$ cat config.mk
export PLATFORM = sky130hd
export DESIGN_NAME = mem_access_unit
export DESIGN_NICKNAME = d
export VERILOG_FILES = /design/src/rtl/mem_access_unit.sv
export SDC_FILE = /design/constraint.sdc
export NUM_CORES = 1
export LEC_CHECK = 0
export CORE_MARGIN = 3
export CORE_UTILIZATION = 40
export DETAILED_ROUTE_END_ITERATION = 12
export PLACE_DENSITY = 0.66
export SYNTH_ARGS = -nofsm -noshare
export SYNTH_HDL_FRONTEND = slang
export SYNTH_SLANG_ARGS = --single-unit
export TNS_END_PERCENT = 30
$ cat constraint.sdc
create_clock -name clk -period 4.5 [get_ports clk]
set_input_delay 0.45 -clock clk [delete_from_list [all_inputs] [get_ports clk]]
set_output_delay 0.45 -clock clk [all_outputs]
set_load 0.02 [all_outputs]
$ cat src/rtl/mem_access_unit.sv
// Load/store unit between the MEM stage and the byte-array data RAM.
// Aligned and byte accesses go to the RAM directly; misaligned ones are split into byte-serial operations.
//   state | meaning
//   IDLE  | waiting for a request; aligned accesses use the direct path here
//   SPLIT | one unsigned-byte RAM operation per cycle for a misaligned access
//   RESP  | rsp_valid pulse; the unit does not accept a request
module mem_access_unit #(
  parameter int RAM_BYTES = 128
) (
  input  logic        clk,
  input  logic        rst,
  input  logic        req_valid,
  output logic        req_ready,
  input  logic        req_we,
  input  logic [31:0] req_addr,
  input  logic [31:0] req_wdata,
  input  logic [2:0]  req_u_b_h_w,
  output logic        rsp_valid,
  output logic [31:0] rsp_rdata,
  output logic        rsp_fault,
  output logic [31:0] ram_addr,
  output logic [31:0] ram_dina,
  output logic        ram_wea,
  output logic [2:0]  ram_u_b_h_w,
  input  logic [31:0] ram_douta
);

  typedef enum logic [1:0] {IDLE, SPLIT, RESP} state_t;

  localparam logic [32:0] RAM_LIMIT = 33'(RAM_BYTES);

  state_t      state, state_next;
  logic [2:0]  size;
  logic [32:0] last_byte;
  logic        aligned, fault, accept, direct;
  logic [31:0] base_q, wdata_q, acc_q;
  logic        word_q, uns_q, we_q;
  logic [1:0]  k_q, k_last;
  logic [31:0] split_word;
  logic [31:0] addr_hold_q, dina_hold_q;
  logic [2:0]  mode_hold_q;

  always_comb begin
    size    = 3'd1;
    aligned = 1'b1;
    if (req_u_b_h_w[1]) begin
      size    = 3'd4;
      aligned = (req_addr[1:0] == 2'b00);
    end else if (req_u_b_h_w[0]) begin
      size    = 3'd2;
      aligned = ~req_addr[0];
    end
  end

  // 33-bit sum so an address near 0xFFFFFFFF cannot wrap back into range
  assign last_byte = {1'b0, req_addr} + {30'd0, size} - 33'd1;
  assign fault     = (last_byte >= RAM_LIMIT);
  assign req_ready = (state == IDLE) & ~rst;
  assign accept    = req_valid & req_ready;
  assign direct    = (state == IDLE) & req_valid & aligned & ~fault;
  assign k_last    = word_q ? 2'd3 : 2'd1;

  always_comb begin
    state_next  = state;
    ram_addr    = addr_hold_q;
    ram_dina    = dina_hold_q;
    ram_u_b_h_w = mode_hold_q;
    ram_wea     = 1'b0;
    case (state)
      IDLE: begin
        if (direct) begin
          ram_addr    = req_addr;
          ram_dina    = req_wdata;
          ram_u_b_h_w = req_u_b_h_w;
          ram_wea     = req_we & ~rst;
        end
        if (req_valid) state_next = (aligned | fault) ? RESP : SPLIT;
      end
      SPLIT: begin
        ram_addr    = base_q + {30'd0, k_q};
        ram_dina    = {24'd0, wdata_q[{k_q, 3'b000} +: 8]};
        ram_u_b_h_w = 3'b100;
        ram_wea     = we_q & ~rst;
        if (k_q == k_last) state_next = RESP;
      end
      RESP:    state_next = IDLE;
      default: state_next = IDLE;
    endcase
  end

  // Final load word: accumulated bytes plus the byte arriving on the last split cycle
  always_comb begin
    split_word = acc_q;
    split_word[{k_q, 3'b000} +: 8] = ram_douta[7:0];
    if (!word_q) split_word[31:16] = uns_q ? 16'h0000 : {16{split_word[15]}};
  end

  always_ff @(posedge clk) begin
    if (rst) begin
      state       <= IDLE;
      rsp_valid   <= 1'b0;
      rsp_rdata   <= '0;
      rsp_fault   <= 1'b0;
      k_q         <= '0;
      acc_q       <= '0;
      base_q      <= '0;
      wdata_q     <= '0;
      word_q      <= 1'b0;
      uns_q       <= 1'b0;
      we_q        <= 1'b0;
      addr_hold_q <= '0;
      dina_hold_q <= '0;
      mode_hold_q <= '0;
    end else begin
      state       <= state_next;
      rsp_valid   <= (state_next == RESP);
      rsp_rdata   <= '0;
      rsp_fault   <= 1'b0;
      addr_hold_q <= ram_addr;
      dina_hold_q <= ram_dina;
      mode_hold_q <= ram_u_b_h_w;
      case (state)
        IDLE: begin
          if (accept) begin
            if (fault) begin
              rsp_fault <= 1'b1;
            end else if (aligned) begin
              if (!req_we) rsp_rdata <= ram_douta;
            end else begin
              base_q  <= req_addr;
              wdata_q <= req_wdata;
              word_q  <= req_u_b_h_w[1];
              uns_q   <= req_u_b_h_w[2];
              we_q    <= req_we;
              k_q     <= 2'd0;
            end
          end
        end
        SPLIT: begin
          if (!we_q) acc_q[{k_q, 3'b000} +: 8] <= ram_douta[7:0];
          if (k_q == k_last) begin
            k_q <= 2'd0;
            if (!we_q) rsp_rdata <= split_word;
          end else begin
            k_q <= k_q + 2'd1;
          end
        end
        default: ;
      endcase
    end
  end

endmodule

==> impl_metrics.ini, run 1 <==
[job]
maxCapViolCount = 0

[die]
ios = 206
rows = 62
die_area_um2 = 32300
start_util_pct = 41.3
die_w_um = 180
die_h_um = 180
core_region_area_um2 = 29200

[drt]
via_count = 13500
wl_per_cell_um = 20.1
wirelength_um = 47000
via_per_inst = 5.77
drt_iter0_drc = 1127
route.detailed.drc = 0
dr.pass1.iters = 5
antenna_left = 0

[layout]
drive_above_1_share_pct = 30.5
antennaDiodeCount = 0
area_growth_pct = 55.1
layout.nets = 2088

[sta]
setup_viol = 68
rsz0062_at_grt = true
timing.final.max_slew_violations = 0
tightest_slew_ns = 1.20
slew_headroom_pct = 19.6
postLayoutSetupSlackWorst_ns = -0.198
min_period_ns = 4.70
max_freq_mhz = 213
period_share_pct = 104
skew_ns = 0.0236
hold_violations = 0

[power]
p_comb_share_pct = 19.4
netSwitchingFraction_pct = 26.5
finalPower_mw = 4.92
p_leak_nw = 7.49
powerDensity_nw_per_um2 = 263
ir_worst_vdd_mv = 0.261
seqPwrFrac_pct = 36.8
intPower_mw = 3.61
switchingPower_mw = 1.30
clkPwrFrac_pct = 43.9

[logic_synthesis]
yosysMostFrequentCell = dfxtp_1
yosysTopAreaCell = dfxtp_1
synth_common_cells = dfxtp_1 (204), a21oi_1 (146), o21ai_0 (134), inv_1 (105), nand3_1 (103)
netlist_instances = 1511
synth_cell_types = 79
synth_edf_count = 0
synth_top_area_share_pct = 33.8
synth.net_count = 1657
yosysSeqAreaShare_pct = 33.8
yosys_warnings = 0
synth_area_um2 = 12100
ys.flop_type = dfxtp_1
avgSynthCellArea_um2 = 7.99
ys_ff_latch = 204
synthTopCellsByArea = dfxtp_1 (34%), a21oi_1 (6.1%), o21ai_0 (5.6%), nand3_1 (4.3%), ha_1 (4.2%)
async_flop_share_pct = 0

[clocking]
cts_tree = yes
cts_buffers = 24
cts_root_buf = clkbuf_16
cts.sinks = 204
cts_buffer_depth = 3
clk_latency_ns = 0.53
path_clk_slew_ns = 0.06
cts_max_level = 1
hold_buffers = 0

[setup_path]
crit_type = primary input to primary output
worstPathArrival_ns = 4.25
rr_startpoint = state[0]
crit_path_start = req_u_b_h_w[1]
crit_path_start_kind = primary input
critPathMaxFanout = 7
critPathCaptureType = primary output
cp_data_required_time_ns = 4.05

[global_routing]
grt_pass1_vias = 13200
antenna_found_initial = 0
grt_max_degree = 84
overflow = 0
grt_usage_pct = 26.9
grt_pass1_wl_um = 72000

[outcome]
violations = negative setup slack
status = finished, violations left

[placement]
place.detailed.hpwl_um = 31800
portBuffers = 205
place_ws_ns = -1.28
routabilityCongestion = 0.920

[min_path]
hp-class = primary input to register
min_from = req_addr[2]
==> timing repair <==
item / 4_1_cts / 5_1_grt
setup endpoints to repair: 123 / 69
cloned: 6 / 1
setup buffers: 69 / 12
pin swaps: 70 / 57
resized for setup: 561 / 92
==> per-stage QoR <==
stage                     instances  util [%]  TNS (ns)  instance area [µm²]  hold WS [ns]
after global routing           2343      64.0    -17.13                18700         0.268
after global placement         2224      54.7   -148.18                16000         0.443
after detailed placement       2224      54.7   -160.27                16000         0.444
after floorplan                1511         -         0                12100         0.430
final                          2343      64.0     -9.66                18700         0.256
after CTS                      2338      62.7     -4.94                18300         0.213
==> registers in the layout, indices dropped and copies added, names as in the netlist <==
register,count
word_q,1
mode_hold_q,3
rsp_valid,1
base_q,32
k_q,2
rsp_rdata,32
dina_hold_q,32
wdata_q,32
rsp_fault,1
addr_hold_q,32
we_q,1
state,2
acc_q,32
uns_q,1
==> worst paths after layout <==
check | end | slack (ns) | depth (start not counted)
min | base_q[2] | 0.26 | 3
max reg2reg | acc_q[4] | 1.42 | 9
min reg2reg | rsp_rdata[7] | 0.46 | 2
max | ram_addr[19] | -0.20 | 23
==> worst max-delay path: stages <==
cell and delay, ns:
buf_12 0.11, inv_8 0.06, nand2_4 0.05, ha_4 0.27
inv_4 0.03, ha_4 0.15, buf_6 0.12, inv_4 0.05
fa_2 0.18, nand2b_4 0.13, a21oi_4 0.07, o211ai_1 0.28
buf_4 0.21, and3_4 0.21, o21ai_4 0.07, a221o_1 0.38
a211oi_2 0.19, buf_4 0.16, and4_4 0.31, buf_6 0.17
a21oi_2 0.08, or3_4 0.37, buf_6 0.14
==> power by group through the flow <==
stage / Sequential [mW] / Combinational (mW) / Clock, mW
final: 1.81 / 0.953 / 2.16
after global placement: 1.85 / 0.774 / 0
after global routing: 1.81 / 1.01 / 2.25
after floorplan: 1.85 / 0.342 / 0
after detailed placement: 1.85 / 0.775 / 0
after CTS: 1.81 / 0.889 / 2.18
==> cells in the final DEF (no fill, tap or decap), types with 20 or more instances in the layout <==
master           synthesis  final
buf_4                    8    273
dfxtp_1                204    204
a21oi_1                146    131
o21ai_0                134    124
clkdlybuf4s50_1          0    120
nand3_1                103     97
inv_1                  105     96
buf_6                   11     85
nand2_1                 89     83
nor2_1                  81     79
nand4_1                 42     42
nor2b_1                 29     28
a21o_1                  27     27
a22o_1                  28     27
a211oi_1                33     26
clkbuf_16                0     26
ha_1                    41     25
o21ai_1                 19     22
xnor2_1                 23     20
==> per-layer routing <==
metal  vias to the layer above  wire length (µm)  track usage [%]
li1                       6378                 -                -
met1                      6528             20300             36.0
met2                       531             22100             44.2
met3                        89              3130             4.99
met4                         0              1450             8.20
met5                         -                 0                0
==> kinds of logic (layout without fill, tap and decap cells) <==
kind of cell,after synthesis,after routing,synth area share [%]
muxes,12,12,1.82
and+or+nand+nor,457,458,19.9
DFF,204,204,33.8
AOI/OAI and AO/OA,528,528,28.6
xor gates and xnor gates,42,42,3.05
adders and majority gates,43,43,4.58
buffers and inverters,225,672,8.22
==> layout make-up <==
type | instances | area [µm²]
Fill cell | 2355 | 10500
Inverter | 106 | 413
Tap cell | 384 | 480
Clock inverter | 12 | 195
Timing Repair Buffer | 523 | 4890
Clock buffer | 31 | 678
Multi-Input combinational cell | 1083 | 7980
Sequential cell | 204 | 4080
Note: power is estimated with default switching activity, not from simulation.
==> run 2, diff against run 1 <==
--- a/config.mk
+++ b/config.mk
@@ -8,6 +8,7 @@
 export CORE_MARGIN = 3
 export CORE_UTILIZATION = 40
 export DETAILED_ROUTE_END_ITERATION = 12
+export GPL_TIMING_DRIVEN = 0
 export PLACE_DENSITY = 0.66
 export SYNTH_ARGS = -nofsm -noshare
 export SYNTH_HDL_FRONTEND = slang
==> run 2 against run 1 <==
Effect of this change: the flow still finishes with violations (negative setup slack); fmax down 1.6%; cell count decreased by 6.9%; die area did not move; non-clock buffer count shrank 156; routed wire length fell by 1.7%; clock skew decreased by 0.0060 ns; setup slack worse by 0.078 ns; sequential share of layout area is 2.2 points higher; power fell by 8.9%; highest routed layer unchanged; core utilization shrank 5.8 points; critical path depth decreased by 2; sequential power is essentially flat.
==> impl_metrics.ini, run 2 (synthesis gave the netlist of run 1 again) <==
[setup_path]
rr_worst_depth = 11
crit_type = primary input to primary output
r2r_slack_ns = 0.68
path_cells = buf_12, inv_4, buf_6, ha_4, inv_4, ha_4, a211oi_4, o21ai_4, and2_4, or3_4, a2111oi_4, nand4b_1, nor4b_4, nand4_2, buf_6, buf_12, o21ai_4, buf_12, buf_12, o211a_1, buf_6
r2r-end = rsp_rdata[27]
worstPathArrival_ns = 4.33
critPathCaptureType = primary output
crit_family = simple AND/OR/NAND/NOR gates
cpPeakStageDelay_ns = 0.43
cpMostUsedCell = buf_12
critPathMaxFanout = 6
cpMaxStageDelayCell = a2111oi_4
rr_startpoint = k_q[1]
crit_path_start_kind = primary input
cp_data_required_time_ns = 4.05
path_buf_inv = 9

[power]
intPower_mw = 3.25
finalPower_mw = 4.48
netSwitchingFraction_pct = 27.6
ir_worst_vdd_mv = 0.208
p_comb_share_pct = 17.6
powerDensity_nw_per_um2 = 263
clkPwrFrac_pct = 42.0
seqPwrFrac_pct = 40.3
switchingPower_mw = 1.24
p_leak_nw = 6.53

[placement]
placedCellCount = 2099
place.detailed.hpwl_um = 33700
place_area_um2 = 14600
routabilityCongestion = 0.942
portBuffers = 204

[clocking]
cts_buffers = 22
path_clk_slew_ns = 0.06
clk_latency_ns = 0.51
cts.sinks = 204
cts_buffer_depth = 3
cts_max_level = 1
cts_tree = yes
cts_root_buf = clkbuf_16

[outcome]
violations = negative setup slack
status = finished, violations left

[layout]
drive_above_1_share_pct = 21.0
layout_commonest_cell = dfxtp_1
fin_cells = 2181
layout_common_cells = dfxtp_1 (204), a21oi_1 (135), o21ai_0 (125)
layout.nets = 1929
area_growth_pct = 41.0
final_cell_area_um2 = 17000

[min_path]
hold_depth = 3
hp-class = primary input to register
min_from = req_addr[2]
hold_end = base_q[2]

[die]
start_util_pct = 41.3
die_h_um = 180
core_region_area_um2 = 29200
die_w_um = 180
rows = 62
ios = 206
die_area_um2 = 32300

[drt]
drt_iter0_drc = 1248
via_per_inst = 5.94
via_count = 13000
route.detailed.drc = 0
dr.pass1.iters = 5
wl_per_cell_um = 21.2
antenna_left = 0
wirelength_um = 46200

[global_routing]
grt_max_degree = 15
grt_pass1_wl_um = 70600
grt_pass1_vias = 12400
antenna_found_initial = 1
overflow = 0
grt_usage_pct = 26.9

[sta]
timing.final.max_slew_violations = 0
max_freq_mhz = 209
postLayoutSetupSlackWorst_ns = -0.276
skew_ns = 0.0176
tightest_slew_ns = 1.03
period_share_pct = 106
holdWs_ns = 0.223
hold_violations = 0
rsz0062_at_grt = true
slew_headroom_pct = 31.3
min_period_ns = 4.78
setup_viol = 68

[job]
maxCapViolCount = 0
-- run 2: what timing repair did --
| item | CTS | global route |
|---|---|---|
| hold buffers | 0 | 0 |
| endpoints found under the setup margin | 240 | 91 |
| setup buffers | 34 | 15 |
| gates resized for setup | 617 | 64 |
| cloned | 6 | 2 |
| pin swaps | 72 | 41 |
-- run 2: worst min-delay path: stages --
cell	delay [ns]
buf_2	0.12
nand3_1	0.06
a21oi_1	0.06
-- run 2: metal layers --
metal	vias up	part of all wire, %	track usage, %
li1	6061	-	-
met1	6205	44	37.8
met2	613	45	41.8
met3	86	8.5	5.38
met4	0	2.8	7.98
met5	-	0	0
-- run 2: stage by stage --
step	utilization (%)	setup TNS, ns	setup WS [ns]
2_1_floorplan	-	0	0.0346
3_3_place_gp	49.9	-344.80	-2.43
3_5_place_dp	49.9	-353.27	-2.48
4_1_cts	56.9	-5.90	-0.143
5_1_grt	58.2	-20.77	-0.371
6_report	58.2	-12.59	-0.276
-- run 2: worst max-delay path by stage --
stage	slack (ns)	cells past startpoint	end	startpoint
final	-0.28	21	ram_addr[10]	req_u_b_h_w[1]
after global routing	-0.37	21	ram_addr[0]	req_u_b_h_w[1]
after CTS	-0.14	22	ram_wea	req_u_b_h_w[0]
after detailed placement	-2.48	19	ram_addr[16]	req_u_b_h_w[1]
after global placement	-2.43	20	ram_addr[16]	req_u_b_h_w[1]
after floorplan	0.03	17	ram_addr[13]	req_u_b_h_w[1]
-- run 2: power groups by stage --
stage          sequential, mW  combinational (mW)  clock, mW
3_5_place_dp             1.85               0.603          0
3_3_place_gp             1.85               0.601          0
6_report                 1.81               0.791       1.88
2_1_floorplan            1.85               0.342          0
4_1_cts                  1.81               0.738       1.89
5_1_grt                  1.81               0.837       1.98
-- run 2: cell type report --
cell class,instances,area [µm²]
Antenna cell,1,2.50
Buffer,108,743
Clock buffer,26,597
Clock inverter,11,135
Fill cell,2592,12200
Inverter,106,403
Multi-Input combinational cell,1082,8010
Sequential cell,204,4080
Tap cell,384,480
Timing Repair Buffer,259,2570
